[config.mk]
export PLATFORM = sky130hd
export DESIGN_NAME = uart_cmd_parser
export DESIGN_NICKNAME = d
export VERILOG_FILES = /design/src/rtl/uart_cmd_parser.sv
export SDC_FILE = /design/constraint.sdc
export NUM_CORES = 1
export LEC_CHECK = 0
export CORE_AREA = 8 8 114 116
export DETAILED_ROUTE_END_ITERATION = 6
export DIE_AREA = 0 0 122 124
export GPL_TIMING_DRIVEN = 0
export PLACE_DENSITY = 0.64
export SLEW_MARGIN = 20
export SYNTH_ARGS = -nofsm -noshare
export SYNTH_HDL_FRONTEND = slang
export SYNTH_SLANG_ARGS = --single-unit
[constraint.sdc]
create_clock -name clk_i -period 4.6 [get_ports clk_i]
set_input_delay 1.15 -clock clk_i [delete_from_list [all_inputs] [get_ports clk_i]]
set_output_delay 1.15 -clock clk_i [all_outputs]
set_load 0.05 [all_outputs]
[src/rtl/uart_cmd_parser.sv]
// uart_cmd_parser: assembles 5-byte command frames (SYNC, CMD, HI, LO, CHK) from a UART
// byte stream and updates the DRSSTC interrupter configuration registers.
//   clk_i        system clock
//   rst_i        asynchronous reset, active-high
//   rx_data_i    received byte, qualified by rx_valid_i
//   rx_valid_i   one-cycle byte strobe from the UART receiver
//   period_o     interrupter period in clk ticks
//   ontime_o     interrupter on-time in clk ticks
//   enable_o     interrupter output enable
//   cfg_update_o one-cycle pulse the cycle after any register write
//   frame_err_o  one-cycle pulse on bad checksum, unknown command or inter-byte timeout
module uart_cmd_parser #(
  parameter logic [7:0]  SYNC_BYTE  = 8'hA5,
  parameter int unsigned TIMEOUT    = 48000,
  parameter logic [15:0] ONTIME_MAX = 16'd400,
  parameter logic [15:0] PERIOD_MIN = 16'd480,
  parameter logic [15:0] PERIOD_RST = 16'd48000
) (
  input  logic        clk_i,
  input  logic        rst_i,
  input  logic [7:0]  rx_data_i,
  input  logic        rx_valid_i,
  output logic [15:0] period_o,
  output logic [15:0] ontime_o,
  output logic        enable_o,
  output logic        cfg_update_o,
  output logic        frame_err_o
);

  typedef enum logic [2:0] {StSync, StCmd, StHi, StLo, StChk} state_e;

  localparam logic [16:0] TimeoutVal  = 17'(TIMEOUT);
  localparam logic [16:0] TimeoutLast = 17'(TIMEOUT - 1);

  state_e      state_q, state_d;
  logic [7:0]  cmd_q, cmd_d;
  logic [7:0]  hi_q, hi_d;
  logic [7:0]  lo_q, lo_d;
  logic [16:0] gap_q, gap_d;
  logic [15:0] period_q, period_d;
  logic [15:0] ontime_q, ontime_d;
  logic        enable_q, enable_d;
  logic        cfg_q, cfg_d;
  logic        err_q, err_d;

  logic        wr;
  logic [15:0] data_word;
  logic [15:0] new_period;
  logic [15:0] new_ontime;
  logic        new_enable;

  assign data_word = {hi_q, lo_q};

  always_comb begin
    state_d    = state_q;
    cmd_d      = cmd_q;
    hi_d       = hi_q;
    lo_d       = lo_q;
    gap_d      = gap_q;
    period_d   = period_q;
    ontime_d   = ontime_q;
    enable_d   = enable_q;
    cfg_d      = 1'b0;
    err_d      = 1'b0;
    wr         = 1'b0;
    new_period = period_q;
    new_ontime = ontime_q;
    new_enable = enable_q;

    if (rx_valid_i) begin
      // A byte always wins over a coincident timeout.
      gap_d = '0;
      unique case (state_q)
        StSync: begin
          if (rx_data_i == SYNC_BYTE) state_d = StCmd;
        end
        StCmd: begin
          cmd_d   = rx_data_i;
          state_d = StHi;
        end
        StHi: begin
          hi_d    = rx_data_i;
          state_d = StLo;
        end
        StLo: begin
          lo_d    = rx_data_i;
          state_d = StChk;
        end
        StChk: begin
          state_d = StSync;
          if (rx_data_i == (cmd_q ^ hi_q ^ lo_q)) begin
            unique case (cmd_q)
              8'h01: begin
                wr         = 1'b1;
                new_period = (data_word < PERIOD_MIN) ? PERIOD_MIN : data_word;
              end
              8'h02: begin
                wr         = 1'b1;
                new_ontime = (data_word > ONTIME_MAX) ? ONTIME_MAX : data_word;
              end
              8'h03: begin
                wr         = 1'b1;
                new_enable = lo_q[0];
              end
              default: err_d = 1'b1;
            endcase
          end else begin
            err_d = 1'b1;
          end
        end
        default: state_d = StSync;
      endcase
    end else if (state_q != StSync) begin
      if (gap_q >= TimeoutLast) begin
        gap_d   = TimeoutVal;
        state_d = StSync;
        err_d   = 1'b1;
      end else begin
        gap_d = gap_q + 17'd1;
      end
    end

    if (wr) begin
      // On-time may never reach the period; fall back to 50% duty.
      if (new_ontime >= new_period) new_ontime = new_period >> 1;
      period_d = new_period;
      ontime_d = new_ontime;
      enable_d = new_enable;
      cfg_d    = 1'b1;
    end
  end

  always_ff @(posedge clk_i or posedge rst_i) begin
    if (rst_i) begin
      state_q  <= StSync;
      cmd_q    <= '0;
      hi_q     <= '0;
      lo_q     <= '0;
      gap_q    <= '0;
      period_q <= PERIOD_RST;
      ontime_q <= '0;
      enable_q <= 1'b0;
      cfg_q    <= 1'b0;
      err_q    <= 1'b0;
    end else begin
      state_q  <= state_d;
      cmd_q    <= cmd_d;
      hi_q     <= hi_d;
      lo_q     <= lo_d;
      gap_q    <= gap_d;
      period_q <= period_d;
      ontime_q <= ontime_d;
      enable_q <= enable_d;
      cfg_q    <= cfg_d;
      err_q    <= err_d;
    end
  end

  assign period_o     = period_q;
  assign ontime_o     = ontime_q;
  assign enable_o     = enable_q;
  assign cfg_update_o = cfg_q;
  assign frame_err_o  = err_q;

endmodule

==> results of run 1 <==
-- worst register-to-register path, cell delays in order (launching register included) --
cell and delay (ns):
dfrtp_1 0.45, xnor3_1 0.40, nand3_1 0.12, nor4_4 0.27, buf_4 0.19, nand4_4 0.13, buf_6 0.21, mux2i_4 0.22
ha_1 0.34, a2111oi_2 0.32, o21ai_1 0.13, o2111ai_1 0.10, a31o_2 0.24, a31oi_2 0.18, buf_4 0.24, o221ai_1 0.21
-- logic make-up (layout without fill, tap and decap cells) --
kind of cell               Yosys count  after routing
and+or+nand+nor                    125            125
muxes                               40             40
buffers and inverters               55            120
AOI/OAI and AO/OA                   84             84
DFF                                 79             79
adders and majority gates           17             17
xor gates and xnor gates            28             28
-- registers in the layout, indices dropped and copies added, names as in the netlist --
| signal | count |
|---|---|
| cmd_q | 8 |
| enable_o | 1 |
| period_o | 16 |
| lo_q | 8 |
| hi_q | 8 |
| state_q | 3 |
| cfg_update_o | 1 |
| frame_err_o | 1 |
| gap_q | 17 |
| ontime_o | 16 |
-- repair_timing --
item	CTS	global route
endpoints found under the setup margin	16	15
setup buffers	4	0
resized for setup	14	8
pin swaps	3	3
-- routing by layer --
metal / vias up / global-route usage / routed length [um]
met3: 12 / 0.0236 / 520
li1: 1663 / - / -
met4: 0 / 0.0732 / 187
met2: 92 / 0.234 / 5050
met5: - / 0 / 0
met1: 1743 / 0.197 / 5000
-- area by class of cell --
type,count,area share
Buffer,17,0.0174
Clock inverter,5,0.0149
Clock buffer,11,0.0420
Inverter,38,0.0262
Multi-Input combinational cell,294,0.419
Timing Repair Buffer,49,0.0902
Tap cell,143,0.0323
Sequential cell,79,0.358
-- report_power, final --
part	leakage (nW)	switching, mW	internal [mW]	total [mW]
Combinational	1.42	0.345	0.340	0.685
Clock	0.154	0.288	0.477	0.765
Sequential	0.969	0.187	0.816	1.00
Total	2.54	0.820	1.63	2.45
-- stage by stage --
stage	total power, mW	setup slack (ns)	std cells
after floorplan	1.51	0.164	428
after global placement	1.65	-0.957	615
after detailed placement	1.67	-1.09	616
after CTS	2.46	0.00495	636
after global routing	2.57	-0.00311	636
final	2.45	0.192	636
-- worst max-delay path by stage --
stage                       startpoint     endpoint  slack [ns]  cells past startpoint
final                     rx_data_i[7]  ontime_o[0]        0.19                     16
after global routing      rx_data_i[7]  ontime_o[0]      -0.003                     16
after CTS                 rx_data_i[5]  ontime_o[0]       0.005                     16
after detailed placement  rx_data_i[6]  ontime_o[0]       -1.09                     15
after global placement    rx_data_i[6]  ontime_o[3]       -0.96                     15
after floorplan             rx_valid_i  ontime_o[0]        0.16                     15
-- cell usage after synthesis, types with 6 or more instances --
master	n	area, um2
nand4_1	9	56.3
nor2_1	27	101
nor2b_1	6	37.5
a21oi_1	7	35.0
nor3_1	6	30.0
ha_1	17	213
xnor2_1	16	140
dfstp_2	7	184
o22ai_1	7	43.8
and2_1	10	62.6
clkbuf_1	11	41.3
dfrtp_1	72	1800
a31oi_1	9	56.3
inv_1	38	143
nand3_1	10	50.1
xor2_1	11	96.3
a221oi_1	6	52.6
o21ai_0	22	110
a21o_1	6	45.0
nand2_1	26	97.6
mux2i_4	7	158
mux2_2	28	315
nor4_1	6	37.5
==> results by group, run 1 <==
Run status
  – Outcome: finished clean

Clock tree
  – Clock buffer depth: 2
  – CTS clk-pin slew, worst paths: about 0.06 ns
  – CTS buffer count: 9
  – H-tree levels: 3
  – CTS Root Cell: clkbuf_16
  – CTS tree: yes
  – # hold bufs at CTS: 0
  – Clk_lat worst skew: 0.34 ns
  – Clk sinks: between 70 and 80

STA
  – Hold WS: around 0.5 ns
  – Hold Vio Cnt, Final: 0
  – Slew headroom: 0.514
  – Part of the cycle the worst path needs: 0.958
  – Setup Total Neg Slack: 0 ns
  – Fmax: 227 MHz
  – Max-slew violations: 0
  – Final setup fails: 0
  – Slew @ Worst Pin: 0.726 ns
  – Clock Skew: 0.00718 ns
  – Minimum clock period: around 4.4 ns

Synthesis
  – Synth Net Count: between 400 and 500
  – Synth Cell Area: roughly 0.0045 mm2
  – Largest family of logic cells by synthesized area: simple AND/OR/NAND/NOR gates
  – Xor-xnor portion of the synthesized cell area: 0.0575
  – Synthesis-stage register bit count: 79
  – Synth Area in Simple Gates: 0.156
  – Post-synth ARST share: 1.00
  – Post-synthesis compound-gate area fraction: 0.133
  – Synthesized area per cell: between 10 and 15 um2
  – Synth Flop Type: dfrtp_1
  – Syn. warnings: 0
  – Adder-cell share of the synthesized area: 0.0472
  – Yosys cell types: 59
  – Sequential element share of the synthesized area: 0.441
  – Syn Inst Count: 428
  – Post-synth EDFFs: 0
  – Multiplexer share of the synthesized area: 0.116

Global routing
  – Vias in the first global route: roughly 3,500
  – GRT overflow: 0
  – Initial antenna violation count: 0
  – GR Util All Layers: 0.149
  – First-pass GRT wire length: roughly 18 mm
  – Pin count of the biggest net entering global routing: 45

Floorplanning
  – Starting Density: 0.403
  – FP Rows: 39
  – # IOs: 46
  – Core Footprint: approximately 0.011 mm2
  – Die area: approximately 0.015 mm2
  – Die Ht: 124 um
  – Die width: ~120 um

Cells and area
  – Fillers: between 1,000 and 1,500
  – Most common cell after layout, fill and taps aside: dfrtp_1
  – Ant diodes: 0
  – Layout cell share with drive strength beyond 1: 0.172
  – Design area: around 0.0055 mm2
  – Most frequent cells in the layout: 72 x dfrtp_1, 37 x inv_1, 36 x clkdlybuf4s50_1, 28 x mux2_2, 27 x nor2_1
  – Final core utilization: 0.496
  – Layout Nets: between 500 and 600
  – Register area: 0.00199 mm2
  – Area of the multi-input gates: 0.00232 mm2
  – Area Overhead vs Synth: 23.1%

Detailed routing
  – Residual DRC count: 0
  – Drt initial violations: 219
  – Wire per inst: between 15 and 20 um
  – Vias post-DR: between 3,000 and 4,000
  – Detailed Route WL: around 11 mm
  – Detail Route Antenna Nets: 0
  – Avg Vias per Cell: around 5.5
  – Initial DRT Pass Iterations: 4

Critical path
  – CP cell instances: dlygate4sd2_1 > xnor3_1 > nand3_1 > nor4_4 > buf_4 > nand4_4 > buf_6 > mux2i_4 > ha_1 > a2111oi_2 > o21ai_1 > o2111ai_1 > a31o_2 > a31oi_2 > buf_4 > o221ai_1
  – Worst r2r dst: ontime_o[0]
  – CP most frequent cell: buf_4
  – Crit-path leading delay family: compound AO/OA/AOI/OAI gates
  – Max incr delay on CP: ~0.34 ns
  – R2r setup slk: around 0.76 ns
  – Reg2reg path depth: 15
  – CP Launch Type: primary input
  – Reg-to-Reg Start: lo_q[7]
  – Setup CP Type: primary input to register
  – Worst Path Arrival: around 4.7 ns
  – Crit end category: register
  – WP data required: between 4 and 5 ns
  – CP max FO: 10
  – CP max stage cell: ha_1
  – CP Buf/Inv Count: 4

Placed design
  – Post-DP Area: 0.00515 mm2
  – Dpl hpwl: ~7.8 mm
  – PortBufs: 44
  – RePlAce Congestion: just under 0.9

Worst hold path
  – Endpoint, Worst Hold: period_o[0]
  – WHS Path Cells: 2
  – Hold Startpoint: period_o[0]
  – HP Class: register to register

Power and ir drop
  – PD cells: around 440 mW/mm2
  – Static Leak: around 2.5 nW
  – Peak VDD IR: about 0.20 mV

Flow run
  – Max Cap Viol: 0
(Power assumes the default switching activity.)
==> run 2, diff against run 1 <==
- clock period: 4.6 -> 5.1 ns (I/O delays scaled with it)
==> results by group, run 2 (synthesis results as in run 1) <==
Run status
  – Outcome: finished clean (unchanged)

Clock tree
  – CTS tree: yes (unchanged)
  – Clk sinks: 79 (unchanged)
  – Clk_lat worst skew: 0.34 ns (about the same)
  – CTS clk-pin slew, worst paths: 0.06 ns (about the same)
  – Clock buffer depth: 2 (unchanged)
  – H-tree levels: 3 (unchanged)
  – CTS buffer count: 9 (unchanged)
  – CTS Root Cell: clkbuf_16 (unchanged)

Detailed routing
  – Residual DRC count: 0 (unchanged)
  – Wire per inst: 16.8 um (was 16.9 um)
  – Vias post-DR: 3,496 (was 3,510)
  – Detail Route Antenna Nets: 0 (unchanged)
  – Avg Vias per Cell: 5.51 (was 5.52)
  – Initial DRT Pass Iterations: 4 (unchanged)
  – Detailed Route WL: 10.7 mm (was 10.8 mm)
  – Drt initial violations: 224 (was 219)

Power and ir drop
  – Internal Power: 1.47 mW (was 1.63 mW)
  – Comb pwr share: 0.276 (was 0.279)
  – Peak VDD IR: 0.188 mV (was 0.203 mV)
  – PD cells: 400 mW/mm2 (was 442 mW/mm2)
  – NetSw: 732 uW (was 820 uW)
  – Static Leak: 2.47 nW (was 2.54 nW)
  – Sequential share of power: 0.411 (was 0.409)
  – Clock power share: 0.313 (was 0.312)
  – Sw frac: 0.333 (was 0.334)

Global routing
  – Vias in the first global route: 3,510 (was 3,530)
  – First-pass GRT wire length: 17.7 mm (was 17.8 mm)
  – Initial antenna violation count: 0 (unchanged)
  – GRT overflow: 0 (unchanged)
  – GR Util All Layers: 0.148 (was 0.149)
  – Pin count of the biggest net entering global routing: 45 (unchanged)

Placed design
  – Worst slack, placed: -0.711 ns (was -1.09 ns)
  – RePlAce Congestion: 0.891 (unchanged)
  – Dpl hpwl: 7.78 mm (unchanged)
  – Placed cells: 616 (unchanged)
  – PortBufs: 44 (unchanged)

STA
  – Clock Skew: 0.00753 ns (was 0.00718 ns)
  – Worst setup margin: 0.219 ns (was 0.192 ns)
  – Hold WS: 0.501 ns (was 0.505 ns)
  – Part of the cycle the worst path needs: 0.957
  – Fmax: 205 MHz
  – Slew @ Worst Pin: 0.739 ns (was 0.726 ns)
  – Setup Total Neg Slack: 0 ns (unchanged)
  – Slew headroom: 0.505 (was 0.514)
  – Max-slew violations: 0 (unchanged)
  – Minimum clock period: around 4.9 ns
  – Hold Vio Cnt, Final: 0 (unchanged)
  – Final setup fails: 0 (unchanged)

Critical path
  – Setup CP Type: primary input to register (unchanged)
  – Crit end category: register (unchanged)
  – CP cell instances: clkdlybuf4s50_1 > xnor3_1 > nand3_1 > nor4_4 > buf_4 > nand4_4 > buf_6 > mux2i_4 > ha_1 > a2111oi_1 > o21ai_0 > o2111ai_1 > a31o_2 > a21o_1 > buf_4 > o221ai_1 (was dlygate4sd2_1 > xnor3_1 > nand3_1 > nor4_4 > buf_4 > nand4_4 > buf_6 > mux2i_4 > ha_1 > a2111oi_2 > o21ai_1 > o2111ai_1 > a31o_2 > a31oi_2 > buf_4 > o221ai_1)
  – CP max stage cell: clkdlybuf4s50_1 (was ha_1)
  – CP most frequent cell: buf_4 (unchanged)
  – CP Launch Type: primary input (unchanged)
  – Max incr delay on CP: 0.53 ns (was 0.34 ns)
  – Worst Path Arrival: 5.07 ns (was 4.65 ns)
  – WP data required: 5.29 ns (was 4.84 ns)
  – CP max FO: 10 (unchanged)

Flow run
  – Max Cap Viol: 0 (unchanged)

Cells and area
  – Most common cell after layout, fill and taps aside: dfrtp_1 (unchanged)
  – Most frequent cells in the layout: 72 x dfrtp_1, 44 x clkdlybuf4s50_1, 37 x inv_1, 28 x mux2_2, 27 x nor2_1 (was 72 x dfrtp_1, 37 x inv_1, 36 x clkdlybuf4s50_1, 28 x mux2_2, 27 x nor2_1)
  – Final core utilization: 0.492 (was 0.496)
  – Layout cell share with drive strength beyond 1: 0.165 (was 0.172)
  – Layout Nets: 515 (was 516)
  – Area Overhead vs Synth: 22.0% (was 23.1%)
  – Max reg flops: 17 (unchanged)
  – Reg with most FFs: gap_q (unchanged)
  – Ant diodes: 0 (unchanged)
  – Non-Filler Instances: 635 (was 636)

Floorplanning
  – Die area: 0.0151 mm2 (unchanged)
  – # IOs: 46 (unchanged)
  – Starting Density: 0.403 (unchanged)
  – Die Ht: 124 um (unchanged)
  – Core Footprint: 0.0112 mm2 (unchanged)
  – FP Rows: 39 (unchanged)
  – Die width: 122 um (unchanged)

Worst hold path
  – HP Class: register to register (unchanged)
## run 2: worst paths after layout
check / start / endpoint / slack [ns] / cells after the start
setup / recovery: rx_data_i[7] / ontime_o[0] / 0.22 / 16
max in group asynchronous: rst_i / gap_q[10] / 3.14 / 3
setup reg to reg: state_q[0] / ontime_o[0] / 1.10 / 16
min in group asynchronous: rst_i / cfg_update_o / 1.36 / 2
hold / removal: period_o[0] / period_o[0] / 0.50 / 2
hold reg to reg: period_o[0] / period_o[0] / 0.50 / 2
## run 2: timing repair
item,CTS,global route
resized for setup,2,12
hold endpoints to repair,0,0
pin swaps,2,1
endpoints found under the setup margin,13,15
buffers inserted,2,1
hold buffers,0,0
## run 2: per-layer routing
layer,vias to the layer above,wire (um),GRT usage
li1,1659,-,-
met1,1729,4980,0.193
met2,93,5020,0.233
met3,15,501,0.0254
met4,0,198,0.0732
met5,-,0,0
## run 2: cell type report
type | instances | area [um2]
Timing Repair Buffer | 48 | 483
Clock buffer | 11 | 233
Tap cell | 143 | 179
Clock inverter | 5 | 82.6
Sequential cell | 79 | 1990
Multi-Input combinational cell | 294 | 2300
Inverter | 38 | 145
Fill cell | 1026 | 5680
Buffer | 17 | 90.1
## run 2: power groups by stage
stage               clock network, mW  registers (mW)  logic [mW]
floorplan                           0           0.859       0.500
global placement                    0           0.908       0.580
detailed placement                  0           0.912       0.597
CTS                             0.702           0.902       0.600
global route                    0.727           0.922       0.658
finish                          0.688           0.903       0.606
## run 2: critical path: cells and delay by family
family / cells / cell delay (ns)
adders and majority gates: 1 / 0.32
and+or+nand+nor: 3 / 0.51
buffers and inverters: 4 / 1.18
muxes: 1 / 0.21
xor gates and xnor gates: 1 / 0.33
AOI/OAI and AO/OA: 6 / 1.25
## run 2: per-stage QoR
step                instance area [um2]  power (mW)
finish                             5500        2.20
detailed placement                 5150        1.51
global route                       5500        2.31
floorplan                          4510        1.36
global placement                   5120        1.49
CTS                                5480        2.20
